`config.mk`:
```
export PLATFORM = sky130hd
export DESIGN_NAME = sr_latch_sequencer
export DESIGN_NICKNAME = d
export VERILOG_FILES = /design/src/rtl/sr_seq_pkg.sv /design/src/rtl/rr_arbiter.sv /design/src/rtl/sr_latch_sequencer.sv
export SDC_FILE = /design/constraint.sdc
export NUM_CORES = 1
export LEC_CHECK = 0
export CAP_MARGIN = 20
export CORE_ASPECT_RATIO = 1.25
export CORE_UTILIZATION = 58
export DETAILED_ROUTE_END_ITERATION = 16
export PLACE_DENSITY = 0.84
export SLEW_MARGIN = 0
export SYNTH_ARGS = -nofsm -noshare
export SYNTH_HDL_FRONTEND = slang
export SYNTH_SLANG_ARGS = --single-unit
```
`constraint.sdc`:
```
create_clock -name clk -period 6 [get_ports clk]
set_clock_uncertainty 0.05 [all_clocks]
set_input_delay 0.9 -clock clk [delete_from_list [all_inputs] [get_ports clk]]
set_output_delay 0.9 -clock clk [all_outputs]
set_load 0.01 [all_outputs]
```
`src/rtl/sr_seq_pkg.sv`:
```
// Shared definitions for the SR latch sequencer.
//   state_t  : controller states
//   OP_SET / OP_RESET : encoding of a requester's op bit
//   max_int  : elaboration-time helper for sizing the shared timer
package sr_seq_pkg;

    typedef enum logic [2:0] {
        ST_INIT  = 3'd0,
        ST_IDLE  = 3'd1,
        ST_SETUP = 3'd2,
        ST_PULSE = 3'd3,
        ST_HOLD  = 3'd4,
        ST_CHECK = 3'd5
    } state_t;

    localparam logic OP_SET   = 1'b1;
    localparam logic OP_RESET = 1'b0;

    function automatic int max_int(input int a, input int b);
        return (a > b) ? a : b;
    endfunction

endpackage

```
`src/rtl/rr_arbiter.sv`:
```
// Combinational round-robin arbiter.
//   req      : request vector
//   ptr      : highest-priority index for this decision
//   gnt      : one-hot grant (all zero when no request)
//   gnt_idx  : index of the granted requester
//   next_ptr : granted index + 1, wrapping to 0
//   valid    : at least one request present
module rr_arbiter #(
    parameter int NUM_REQ = 4,
    parameter int PTR_W   = 2
) (
    input  logic [NUM_REQ-1:0] req,
    input  logic [PTR_W-1:0]   ptr,
    output logic [NUM_REQ-1:0] gnt,
    output logic [PTR_W-1:0]   gnt_idx,
    output logic [PTR_W-1:0]   next_ptr,
    output logic               valid
);

    logic             found;
    logic [PTR_W-1:0] idx;

    // Walk the requesters starting at ptr; the first hit wins.
    always_comb begin
        gnt      = '0;
        gnt_idx  = '0;
        next_ptr = ptr;
        found    = 1'b0;
        idx      = ptr;
        for (int i = 0; i < NUM_REQ; i++) begin
            if (!found && req[idx]) begin
                found        = 1'b1;
                gnt[idx]     = 1'b1;
                gnt_idx      = idx;
                next_ptr     = (idx == PTR_W'(NUM_REQ - 1)) ? '0 : idx + PTR_W'(1);
            end
            idx = (idx == PTR_W'(NUM_REQ - 1)) ? '0 : idx + PTR_W'(1);
        end
    end

    assign valid = |req;

endmodule

```
`src/rtl/sr_latch_sequencer.sv`:
```
// Sequencer that shares one level-sensitive SR latch between NUM_REQ
// requesters, arbitrating round-robin and driving s/r/en with fixed
// setup, pulse and hold windows, then checking the latch state.
//   clk, rst        : clock, synchronous active-low reset
//   req, op         : per-requester request level and op (1=SET, 0=RESET)
//   gnt, done, busy : one-cycle grant, one-cycle completion, not-idle flag
//   err             : sticky readback mismatch
//   latch_*         : pins of the latch cell (latch_q is its output)
//
// state    | meaning
// ---------+-----------------------------------------------------------
// ST_INIT  | latch_rst high for INIT_CYC cycles, requests ignored
// ST_IDLE  | latch pins low, grant next requester when any req is set
// ST_SETUP | s/r driven from cur_op, en low, SETUP_CYC cycles
// ST_PULSE | s/r held, en high, PULSE_CYC cycles
// ST_HOLD  | s/r held, en low, HOLD_CYC cycles
// ST_CHECK | pins low, compare latch_q with cur_op, raise done
module sr_latch_sequencer
    import sr_seq_pkg::*;
#(
    parameter int NUM_REQ   = 4,
    parameter int SETUP_CYC = 1,
    parameter int PULSE_CYC = 2,
    parameter int HOLD_CYC  = 1,
    parameter int INIT_CYC  = 2
) (
    input  logic               clk,
    input  logic               rst,
    input  logic [NUM_REQ-1:0] req,
    input  logic [NUM_REQ-1:0] op,
    output logic [NUM_REQ-1:0] gnt,
    output logic               done,
    output logic               busy,
    output logic               err,
    output logic               latch_s,
    output logic               latch_r,
    output logic               latch_en,
    output logic               latch_rst,
    input  logic               latch_q
);

    localparam int MAX_CYC = max_int(max_int(SETUP_CYC, PULSE_CYC),
                                     max_int(HOLD_CYC, INIT_CYC));
    localparam int CNT_W   = $clog2(MAX_CYC) + 1;
    localparam int PTR_W   = (NUM_REQ > 1) ? $clog2(NUM_REQ) : 1;

    state_t             state;
    logic [CNT_W-1:0]   cnt;
    logic [PTR_W-1:0]   ptr;
    logic               cur_op;

    logic [NUM_REQ-1:0] arb_gnt;
    logic [PTR_W-1:0]   arb_idx;
    logic [PTR_W-1:0]   arb_next;
    logic               arb_valid;

    rr_arbiter #(
        .NUM_REQ (NUM_REQ),
        .PTR_W   (PTR_W)
    ) u_arb (
        .req      (req),
        .ptr      (ptr),
        .gnt      (arb_gnt),
        .gnt_idx  (arb_idx),
        .next_ptr (arb_next),
        .valid    (arb_valid)
    );

    // All outputs are registered alongside the state, so s/r only move on
    // the IDLE->SETUP and HOLD->CHECK edges, both of which have en low.
    always_ff @(posedge clk) begin
        if (!rst) begin
            state     <= ST_INIT;
            cnt       <= CNT_W'(INIT_CYC - 1);
            ptr       <= '0;
            cur_op    <= OP_RESET;
            gnt       <= '0;
            done      <= 1'b0;
            busy      <= 1'b1;
            err       <= 1'b0;
            latch_s   <= 1'b0;
            latch_r   <= 1'b0;
            latch_en  <= 1'b0;
            latch_rst <= 1'b1;
        end else begin
            gnt  <= '0;
            done <= 1'b0;
            case (state)
                ST_INIT: begin
                    if (cnt == '0) begin
                        state     <= ST_IDLE;
                        latch_rst <= 1'b0;
                        busy      <= 1'b0;
                    end else begin
                        cnt <= cnt - CNT_W'(1);
                    end
                end
                ST_IDLE: begin
                    if (arb_valid) begin
                        gnt     <= arb_gnt;
                        cur_op  <= op[arb_idx];
                        ptr     <= arb_next;
                        latch_s <= op[arb_idx];
                        latch_r <= ~op[arb_idx];
                        busy    <= 1'b1;
                        cnt     <= CNT_W'(SETUP_CYC - 1);
                        state   <= ST_SETUP;
                    end
                end
                ST_SETUP: begin
                    if (cnt == '0) begin
                        latch_en <= 1'b1;
                        cnt      <= CNT_W'(PULSE_CYC - 1);
                        state    <= ST_PULSE;
                    end else begin
                        cnt <= cnt - CNT_W'(1);
                    end
                end
                ST_PULSE: begin
                    if (cnt == '0) begin
                        latch_en <= 1'b0;
                        cnt      <= CNT_W'(HOLD_CYC - 1);
                        state    <= ST_HOLD;
                    end else begin
                        cnt <= cnt - CNT_W'(1);
                    end
                end
                ST_HOLD: begin
                    if (cnt == '0) begin
                        latch_s <= 1'b0;
                        latch_r <= 1'b0;
                        state   <= ST_CHECK;
                    end else begin
                        cnt <= cnt - CNT_W'(1);
                    end
                end
                ST_CHECK: begin
                    if (latch_q != cur_op) begin
                        err <= 1'b1;
                    end
                    done  <= 1'b1;
                    busy  <= 1'b0;
                    state <= ST_IDLE;
                end
                default: begin
                    state     <= ST_INIT;
                    cnt       <= CNT_W'(INIT_CYC - 1);
                    busy      <= 1'b1;
                    latch_s   <= 1'b0;
                    latch_r   <= 1'b0;
                    latch_en  <= 1'b0;
                    latch_rst <= 1'b1;
                end
            endcase
        end
    end

endmodule
```
==> results.md <==
* Outcome: complete, no violations
* HPWL after DPL at about 2.4 mm
* Number of antenna violations at the first check in global routing at 0
* Max-Cap Viols at 0
* X dimension of the die at about 47 um
* Most frequent standard cell in the layout excluding fill and tap cells: clkdlybuf4s50_1
* PostCTS Resize Cnt at 0
* Number of pins with negative max-slew slack in the final report at 0
* Kind of critical path: flop to flop
* Slew at the pin closest to its max-slew limit at approximately 530 ps
* Initial standard-cell utilization of the core at a little under two thirds
* Clock tree from TritonCTS: yes
* Number of buffers created by CTS at 3
* Number of standard cells after synthesis at approximately 170
* Switching share of power at 45.4%
* Tcrit/Tclk final at 55.6%
* Clock latency on the worst-skew pair at around 290 ps
* Net switching power figure at about 0.31 mW
* Die footprint at about 2700 um2
* First-pass GRT wire length at about 5.0 mm
* Fraction of power consumed by combinational cells at between 60% and 70%
* Most used cells in the layout excluding fill and tap cells: clkdlybuf4s50_1, dfxtp_1, nand2_1
* Buffers inserted by post-CTS timing repair at 0
* Design internal power at between 0.3 and 0.4 mW
* Filler instances at roughly 180
* Number of hold-slack violations in the final timing report at 0
* Utilization after layout at 72.5%
* FMAX at approximately 300 MHz
* Fin cells at 214
* Maximum net fanout on the critical path at 12
* Arrival time of the worst setup path at ~3500 ps
* Setup violation total in the final timing report at 0
* Area growth, synth to finish at 13.9%
* WL met3 at ~100 um
* Weighted congestion at the end of routability-driven global placement at 0.939
* Count of cell types in the netlist at 54
* Hold-fix buffers, CTS at 0
* Fraction of layout instances using a drive strength above 1 at 9.84%
* Slew HR at roughly 65%
* Worst VDD drop at between 0.2 and 0.3 mV
* Core outline area at 2260 um2
* Std-Cell Rows at 19
* Pre-Repair DR Iteration Count at 5
* Total of flip-flops plus latches after synthesis at 19
* Antenna-violating nets left at 0
* Cell area after synthesis at 1440 um2
* Async set-or-reset flop fraction in the synthesized netlist at 0%
* Number of port buffers at 21
* H-tree depth reported by CTS at 1
* DR top layer: met4
* Placed cells at 210
* DR vias at between 1,000 and 1,500
* Main flop type after synthesis: dfxtp_1
* Sequential power share at between 30% and 40%
* RSZ-0062 raised after global routing: no
* Total global routing track utilization at between 20% and 30%
* Metal1 wirelength at between 1 and 1.5 mm
* HP Class: flop to flop
* Shortest clock period the worst path allows after layout at around 3300 ps
* Cell Pwr Density at 421 nW/um2
* Detail Route met2 WL at between 1.5 and 2 mm
* Sequential element share of the synthesized area at a little over a quarter
* Leakage Power at around 0.6 nW
* Maximum number of pins on one net before global-route repair at 18
* Setup Total Neg Slack at 0 ps
* Yosys warning total at 0
* Clk network pwr share at a little under a tenth
* Total nets after synthesis at 190
* Top Ports at 22
* Required @ worst endpoint at 6140 ps
* Clk sinks at 19
* Total DRC errors in the routed layout at 0
* Root buffer selected by CTS: clkbuf_4
* Via count normalized by instance count at just over 6
* Maximum buffer depth of the clock tree at 2
* Wire length reported by the detailed router at approximately 3.2 mm
* Number of diodes added for antenna fixing at 0
* Global route overflow at 0
* Synthesized area divided by synthesized cell count at between 8 and 9 um2
* Post-synth EDFFs at 0
* Clock-pin slew on the worst setup and hold paths at between 100 and 150 ps
* Starting DRT DRC Count at 45
* Average wire per standard cell at around 15 um
* Final #Nets at roughly 210
* Height of the die at between 50 and 60 um
* Crit start category: flop
* Kind of capture point of the worst setup path: flop
* Number of global-route vias before repair at approximately 1,200
final timing paths:
kind | to | cells past startpoint | from | slack, ps
setup / recovery | latch_r$_SDFFE_PN0P_ | 9 | ptr[0]$_SDFFE_PN0P_ | 2660
hold / removal | latch_s$_SDFFE_PN0P_ | 2 | latch_s$_SDFFE_PN0P_ | 420
hold reg to reg | latch_s$_SDFFE_PN0P_ | 2 | latch_s$_SDFFE_PN0P_ | 420
setup reg to reg | latch_r$_SDFFE_PN0P_ | 9 | ptr[0]$_SDFFE_PN0P_ | 2660
synthesized netlist by cell type (3+ instances only):
| master | number | area (um2) |
|---|---|---|
| dfxtp_1 | 19 | 380 |
| nand2_1 | 16 | 60.1 |
| a21oi_1 | 15 | 75.1 |
| ha_1 | 10 | 125 |
| nor2_1 | 10 | 37.5 |
| inv_1 | 9 | 33.8 |
| nor3_1 | 8 | 40.0 |
| o21ai_0 | 8 | 40.0 |
| clkbuf_1 | 5 | 18.8 |
| a222oi_1 | 4 | 40.0 |
| buf_6 | 4 | 45.0 |
| mux2i_1 | 4 | 40.0 |
| a31oi_1 | 3 | 18.8 |
| nand2b_1 | 3 | 18.8 |
| nor2b_1 | 3 | 18.8 |
| o31ai_1 | 3 | 22.5 |
metal layers:
| metal | track usage (%) | vias up |
|---|---|---|
| li1 | - | 654 |
| met1 | 26.1 | 633 |
| met2 | 47.4 | 43 |
| met3 | 3.43 | 4 |
| met4 | 7.98 | 0 |
| met5 | 0 | - |
power by group through the flow:
stage / Combinational (mW) / Clock (mW) / Sequential, mW
after floorplan: 0.348 / 0 / 0.194
after global placement: 0.397 / 0 / 0.212
after detailed placement: 0.410 / 0 / 0.215
after CTS: 0.413 / 0.0659 / 0.212
after global routing: 0.452 / 0.0708 / 0.218
final: 0.414 / 0.0625 / 0.213
sequential cells by signal, summed over array words and instances (netlist names), 2 cells and up:
signal,cells
state,3
cnt,2
ptr,2
gnt,4
kinds of logic (layout without fill, tap and decap cells):
group | after synthesis | after routing | synth area share [%]
muxes | 9 | 9 | 7.92
DFF | 19 | 19 | 26.5
buffers and inverters | 20 | 34 | 7.66
adders and majority gates | 10 | 10 | 8.70
xor gates and xnor gates | 1 | 1 | 0.609
and+or+nand+nor | 54 | 54 | 19.2
AOI/OAI and AO/OA | 56 | 56 | 29.4
area by class of cell:
cell class	count	area [um2]	share of cell area, %
sequential	19	380	23.2
timing repair buffer	21	210	12.8
clock inverter	1	5.00	0.306
tap	31	38.8	2.37
inverter	9	33.8	2.06
multi-input combinational	130	947	57.8
clock buffer	3	22.5	1.38
worst max-delay path, stage by stage (launching register included):
cell,delay [ps]
dfxtp_1,670
inv_1,220
ha_1,620
mux2i_2,450
a211oi_1,100
a311oi_1,280
o31a_2,220
mux2i_1,70
mux2_4,280
a32o_1,250
through the flow:
stage | cell area (um2) | power, mW | setup WS (ps) | hold WS [ps]
detailed placement | 1610 | 0.625 | 2510 | 409
global placement | 1610 | 0.609 | 2590 | 404
CTS | 1640 | 0.690 | 2690 | 427
finish | 1640 | 0.690 | 2660 | 418
global route | 1640 | 0.741 | 2480 | 450
floorplan | 1440 | 0.541 | 3190 | 408
Power figures use the tool's default switching activity.
